$ cat config.mk
export PLATFORM = sky130hd
export DESIGN_NAME = click_bcd_counter
export DESIGN_NICKNAME = d
export VERILOG_FILES = /design/src/rtl/click_bcd_counter.sv
export SDC_FILE = /design/constraint.sdc
export NUM_CORES = 1
export LEC_CHECK = 0
export CORE_ASPECT_RATIO = 0.6
export CORE_MARGIN = 2
export CORE_UTILIZATION = 37
export CTS_CLUSTER_SIZE = 10
export DETAILED_ROUTE_END_ITERATION = 10
export PLACE_DENSITY_LB_ADDON = 0.3
export SLEW_MARGIN = 20
export SYNTH_ARGS = -nofsm -noshare
export SYNTH_HDL_FRONTEND = slang
export SYNTH_HIERARCHICAL = 1
export SYNTH_SLANG_ARGS = --single-unit
export TNS_END_PERCENT = 20
$ cat constraint.sdc
create_clock -name clk -period 5.98 [get_ports clk]
set_input_delay 1.495 -clock clk [delete_from_list [all_inputs] [get_ports clk]]
set_output_delay 1.495 -clock clk [all_outputs]
set_load 0.005 [all_outputs]
$ cat src/rtl/click_bcd_counter.sv
// ---------------------------------------------------------------------------
// click_bcd_counter
//   Debounces raw push-button keys and counts confirmed single clicks as a
//   4-digit packed BCD value for the seven-segment scanner.
//
//   Optional feature macro: DOWN_KEY_EN (adds a decrement key).
//
//   Ports:
//     clk          system clock (25 MHz)
//     rst_n        asynchronous active-low reset
//     key_inc_n    raw increment key, active-low, asynchronous to clk
//     key_clr_n    raw clear key, active-low, asynchronous to clk
//     key_dec_n    raw decrement key, active-low (DOWN_KEY_EN only)
//     num_out      packed BCD count {d3,d2,d1,d0}, registered
//     click_pulse  one-cycle strobe per confirmed increment click
// ---------------------------------------------------------------------------

// Per-key synchronizer plus press/release debounce FSM.
//   clk, rst_n : clock / async active-low reset
//   key_n      : raw active-low key
//   confirm    : one-cycle strobe when a press is confirmed
module click_bcd_debounce #(
    parameter int DB_CYCLES = 250000,
    parameter int DB_W      = 18
) (
    input  logic clk,
    input  logic rst_n,
    input  logic key_n,
    output logic confirm
);
    localparam logic [1:0] S_IDLE         = 2'd0;
    localparam logic [1:0] S_PRESS_WAIT   = 2'd1;
    localparam logic [1:0] S_HELD         = 2'd2;
    localparam logic [1:0] S_RELEASE_WAIT = 2'd3;

    localparam logic [DB_W-1:0] CNT_LAST = DB_W'(DB_CYCLES - 1);

    logic [1:0]      sync;
    logic            pressed;
    logic [1:0]      state, state_nxt;
    logic [DB_W-1:0] cnt, cnt_nxt;

    // Two-flop synchronizer; resets to the released level.
    always_ff @(posedge clk or negedge rst_n) begin
        if (!rst_n) sync <= 2'b11;
        else        sync <= {sync[0], key_n};
    end

    assign pressed = ~sync[1];

    always_comb begin
        state_nxt = state;
        cnt_nxt   = cnt;
        confirm   = 1'b0;
        case (state)
            S_IDLE: begin
                if (pressed) begin
                    state_nxt = S_PRESS_WAIT;
                    cnt_nxt   = '0;
                end
            end
            S_PRESS_WAIT: begin
                if (!pressed) begin
                    state_nxt = S_IDLE;
                    cnt_nxt   = '0;
                end else if (cnt == CNT_LAST) begin
                    state_nxt = S_HELD;
                    confirm   = 1'b1;
                end else begin
                    cnt_nxt = cnt + DB_W'(1);
                end
            end
            S_HELD: begin
                // No auto-repeat: only a debounced release re-arms.
                if (!pressed) begin
                    state_nxt = S_RELEASE_WAIT;
                    cnt_nxt   = '0;
                end
            end
            default: begin // S_RELEASE_WAIT
                if (pressed) begin
                    state_nxt = S_HELD;
                    cnt_nxt   = '0;
                end else if (cnt == CNT_LAST) begin
                    state_nxt = S_IDLE;
                    cnt_nxt   = '0;
                end else begin
                    cnt_nxt = cnt + DB_W'(1);
                end
            end
        endcase
    end

    always_ff @(posedge clk or negedge rst_n) begin
        if (!rst_n) begin
            state <= S_IDLE;
            cnt   <= '0;
        end else begin
            state <= state_nxt;
            cnt   <= cnt_nxt;
        end
    end
endmodule

module click_bcd_counter #(
    parameter int DB_CYCLES = 250000,
    parameter int DB_W      = 18
) (
    input  logic        clk,
    input  logic        rst_n,
    input  logic        key_inc_n,
    input  logic        key_clr_n,
`ifdef DOWN_KEY_EN
    input  logic        key_dec_n,
`endif
    output logic [15:0] num_out,
    output logic        click_pulse
);
    localparam int KEY_INC = 0;
    localparam int KEY_CLR = 1;
`ifdef DOWN_KEY_EN
    localparam int NUM_KEYS = 3;
    localparam int KEY_DEC  = 2;
`else
    localparam int NUM_KEYS = 2;
`endif

    logic [NUM_KEYS-1:0] keys_n;
    logic [NUM_KEYS-1:0] confirm;
    logic                inc_cf, clr_cf, dec_cf;

`ifdef DOWN_KEY_EN
    assign keys_n = {key_dec_n, key_clr_n, key_inc_n};
    assign dec_cf = confirm[KEY_DEC];
`else
    assign keys_n = {key_clr_n, key_inc_n};
    assign dec_cf = 1'b0;
`endif
    assign inc_cf = confirm[KEY_INC];
    assign clr_cf = confirm[KEY_CLR];

    for (genvar k = 0; k < NUM_KEYS; k++) begin : g_key
        click_bcd_debounce #(
            .DB_CYCLES (DB_CYCLES),
            .DB_W      (DB_W)
        ) u_db (
            .clk     (clk),
            .rst_n   (rst_n),
            .key_n   (keys_n[k]),
            .confirm (confirm[k])
        );
    end

    // Ripple-carry BCD +1; 9999 wraps to 0000.
    function automatic logic [15:0] bcd_inc(input logic [15:0] v);
        logic [15:0] r;
        logic        c;
        logic [3:0]  d;
        r = v;
        c = 1'b1;
        for (int i = 0; i < 4; i++) begin
            d = v[4*i +: 4];
            if (c) begin
                if (d == 4'd9) begin
                    r[4*i +: 4] = 4'd0;
                end else begin
                    r[4*i +: 4] = d + 4'd1;
                    c = 1'b0;
                end
            end
        end
        return r;
    endfunction

    // Ripple-borrow BCD -1; 0000 wraps to 9999.
    function automatic logic [15:0] bcd_dec(input logic [15:0] v);
        logic [15:0] r;
        logic        b;
        logic [3:0]  d;
        r = v;
        b = 1'b1;
        for (int i = 0; i < 4; i++) begin
            d = v[4*i +: 4];
            if (b) begin
                if (d == 4'd0) begin
                    r[4*i +: 4] = 4'd9;
                end else begin
                    r[4*i +: 4] = d - 4'd1;
                    b = 1'b0;
                end
            end
        end
        return r;
    endfunction

    // Clear dominates; simultaneous inc and dec cancel out.
    always_ff @(posedge clk or negedge rst_n) begin
        if (!rst_n) begin
            num_out     <= 16'h0000;
            click_pulse <= 1'b0;
        end else begin
            click_pulse <= inc_cf;
            if (clr_cf)
                num_out <= 16'h0000;
            else if (inc_cf && !dec_cf)
                num_out <= bcd_inc(num_out);
            else if (dec_cf && !inc_cf)
                num_out <= bcd_dec(num_out);
        end
    end
endmodule
==> results.cfg <==
[global_routing]
grt_pass1_vias = 2900
track_usage_pct = 17.20
antenna_found_initial = 0
grt_pass1_wl_mm = 14.75
grt_max_degree = 62
grt-ovfl-total = 0

[timing]
finalSetupTns_ns = 0
drv_slew = 0
rsz0062_at_grt = no
min_period_ns = 2.899
worst_pin_slew_ns = 0.8170
max_freq_mhz = 345.0
final_hold_viol_count = 0
fin_crit_sh_pct = 48.47
fin_worst_skew_ns = 0.008372
whs_ns = 0.3585
max_slew_margin_pct = 45.35
setup_viol = 0

[logic_synthesis]
synth_warnings = 6
synthesis.nets = 416
synth_area_um2 = 3741
syn_avg_cell_area_um2 = 9.495
netlist.area_leader.share_pct = 38.13
synth_area_leader_cell = dfrtp_1
synthFlopType = dfrtp_1
synth-seq-cells = 61
synth_edf_count = 0
yosysSeqAreaShare_pct = 40.94
async_flop_share_pct = 100.0
ys_types = 67
syn_inst = 394
synth.area.top_cells = dfrtp_1 38%, ha_1 6.0%, a22o_1 5.6%

[layout]
nNetsFinal = 436
diodes = 0
final_cell_mix = 57 x dfrtp_1, 33 x o21ai_0, 31 x nor2_1
area_growth_pct = 16.09
drive_above_1_share_pct = 10.98
layout_commonest_cell = dfrtp_1
final_util_pct = 44.12

[clock_network]
clock_path_buffers = 2
cts-root-buf = clkbuf_16
hold_buffers = 0
ctsResizeCount = 0
clkLatencyLatePin_ns = 0.33
path_clk_slew_ns = 0.05
cts-buffers-inserted = 9
cts_tree = yes
cts_max_level = 3
postCtsSetupBuffers = 0
cts.sinks = 61

[floorplanning]
die_h_um = 81.89
initial_utilization_pct = 38.00
rows = 28
die_x_um = 133.8
core-area_um2 = 9844
dieArea_um2 = 10960
boundaryPins = 21

[setup_path]
crit_chain = clkdlybuf4s50_1
r2r_cells = 9
cp.depth = 1
cp_num_buf_inv = 1
required_ns = 4.49
max_stage_delay_ns = 0.56
crit_family = buffers and inverters
cp-start-kind = register
crit_fanout = 9
crit_type = register to output pin
critPathArrivalTime_ns = 1.40
cpMaxStageDelayCell = clkdlybuf4s50_1
endpoint_kind = output pin

[job]
maxCapViolCount = 0

[routing]
drt_iter0_drc = 297
vias_per_cell = 5.581
vias = 3092
dr.pass1.iters = 5
drtAntennaViolNets = 0
drc = 0
wl_mm = 8.592
post_drt_wl_per_cell_um = 15.51

[hold_path]
hold_path_class = register to register
hold_depth = 0

[place]
dp_hpwl_mm = 5.901
port_buffers = 20
place_congestion = 0.8961

[pwr]
power_density_nw_per_um2 = 320.1
power_mw = 1.390
vdd_drop_max_v = 0.0001483
p_leak_nw = 1.871

[status]
status = finished clean
## power by group
| part | switching (mW) | total [mW] | internal (mW) |
|---|---|---|---|
| sequential | 0.0267 | 0.465 | 0.439 |
| clock | 0.194 | 0.538 | 0.345 |
| combinational | 0.240 | 0.386 | 0.146 |
| total | 0.460 | 1.39 | 0.930 |
## kinds of logic (layout without fill, tap and decap cells)
family          count (synthesis)  after routing  synth area share, %
simple gates                  166            166                25.45
compound gates                106            106                20.40
flops                          61             61                40.94
buf+inv                        32             57                4.348
fa+ha+maj                      18             18                6.020
mux                             6              6                1.672
xor+xnor                        5              5                1.171
## final timing paths
| check | from | slack, ns | endpoint |
|---|---|---|---|
| worst max-delay path | num_out[3] | 3.08 | num_out[3] |
| max in group asynchronous | rst_n | 4.11 | g_key[1].u_db/cnt[14] |
| worst max register to register | register | 3.32 | num_out[15] |
| worst min register to register | g_key[1].u_db/sync[0] | 0.36 | g_key[1].u_db/sync[1] |
| worst min-delay path | g_key[1].u_db/sync[0] | 0.36 | g_key[1].u_db/sync[1] |
| min in group asynchronous | rst_n | 1.32 | num_out[9] |
## metal layers
| layer | GRT usage, % | share of wire, % |
|---|---|---|
| met5 | 0 | 0 |
| met4 | 6.277 | 1.3 |
| met3 | 4.691 | 5.4 |
| met2 | 22.51 | 39 |
| met1 | 26.26 | 55 |
## state kept, by name (all words and copies together) (netlist names), named ones only
name and cells:
g_key.u_db/cnt 36, num_out 16, g_key.u_db/sync 4, g_key.u_db/state 2, click_pulse 1
## final cells by class
| type | count | area, um2 |
|---|---|---|
| Multi-Input combinational cell | 301 | 2049 |
| Fill cell | 942 | 5502 |
| Inverter | 19 | 71.32 |
| Clock buffer | 11 | 252.7 |
| Tap cell | 135 | 168.9 |
| Timing Repair Buffer | 22 | 210.2 |
| Sequential cell | 61 | 1531 |
| Clock inverter | 5 | 58.81 |
## metrics by stage
step	cells	worst slack [ns]	cell area, um2
2_1_floorplan	394	3.251	3741
3_3_place_gp	538	3.335	4029
6_report	554	3.081	4343
5_1_grt	554	2.991	4343
3_5_place_dp	538	3.335	4029
4_1_cts	554	3.078	4340
## cells in the mapped netlist, drive strengths merged (2+ instances only)
cell     instances
inv             19
a2bb2oi          2
a21oi           17
nor3            16
and3            17
nand3           16
clkbuf           3
mux2i            4
ha              18
o21ai           36
or2              2
xnor2            5
nor4b            5
and3b            2
a22o            24
nor2b           14
o31a             2
or3              7
a31oi            4
buf             10
mux2             2
a311o            2
and2             2
or4b             3
o41ai            2
dfrtp           57
nor4             7
dfstp            4
a21boi           2
o31ai            4
a21o             3
nor2            33
or4              2
a211oi           2
nand4            5
nand2           29
Power figures use the tool's default switching activity.
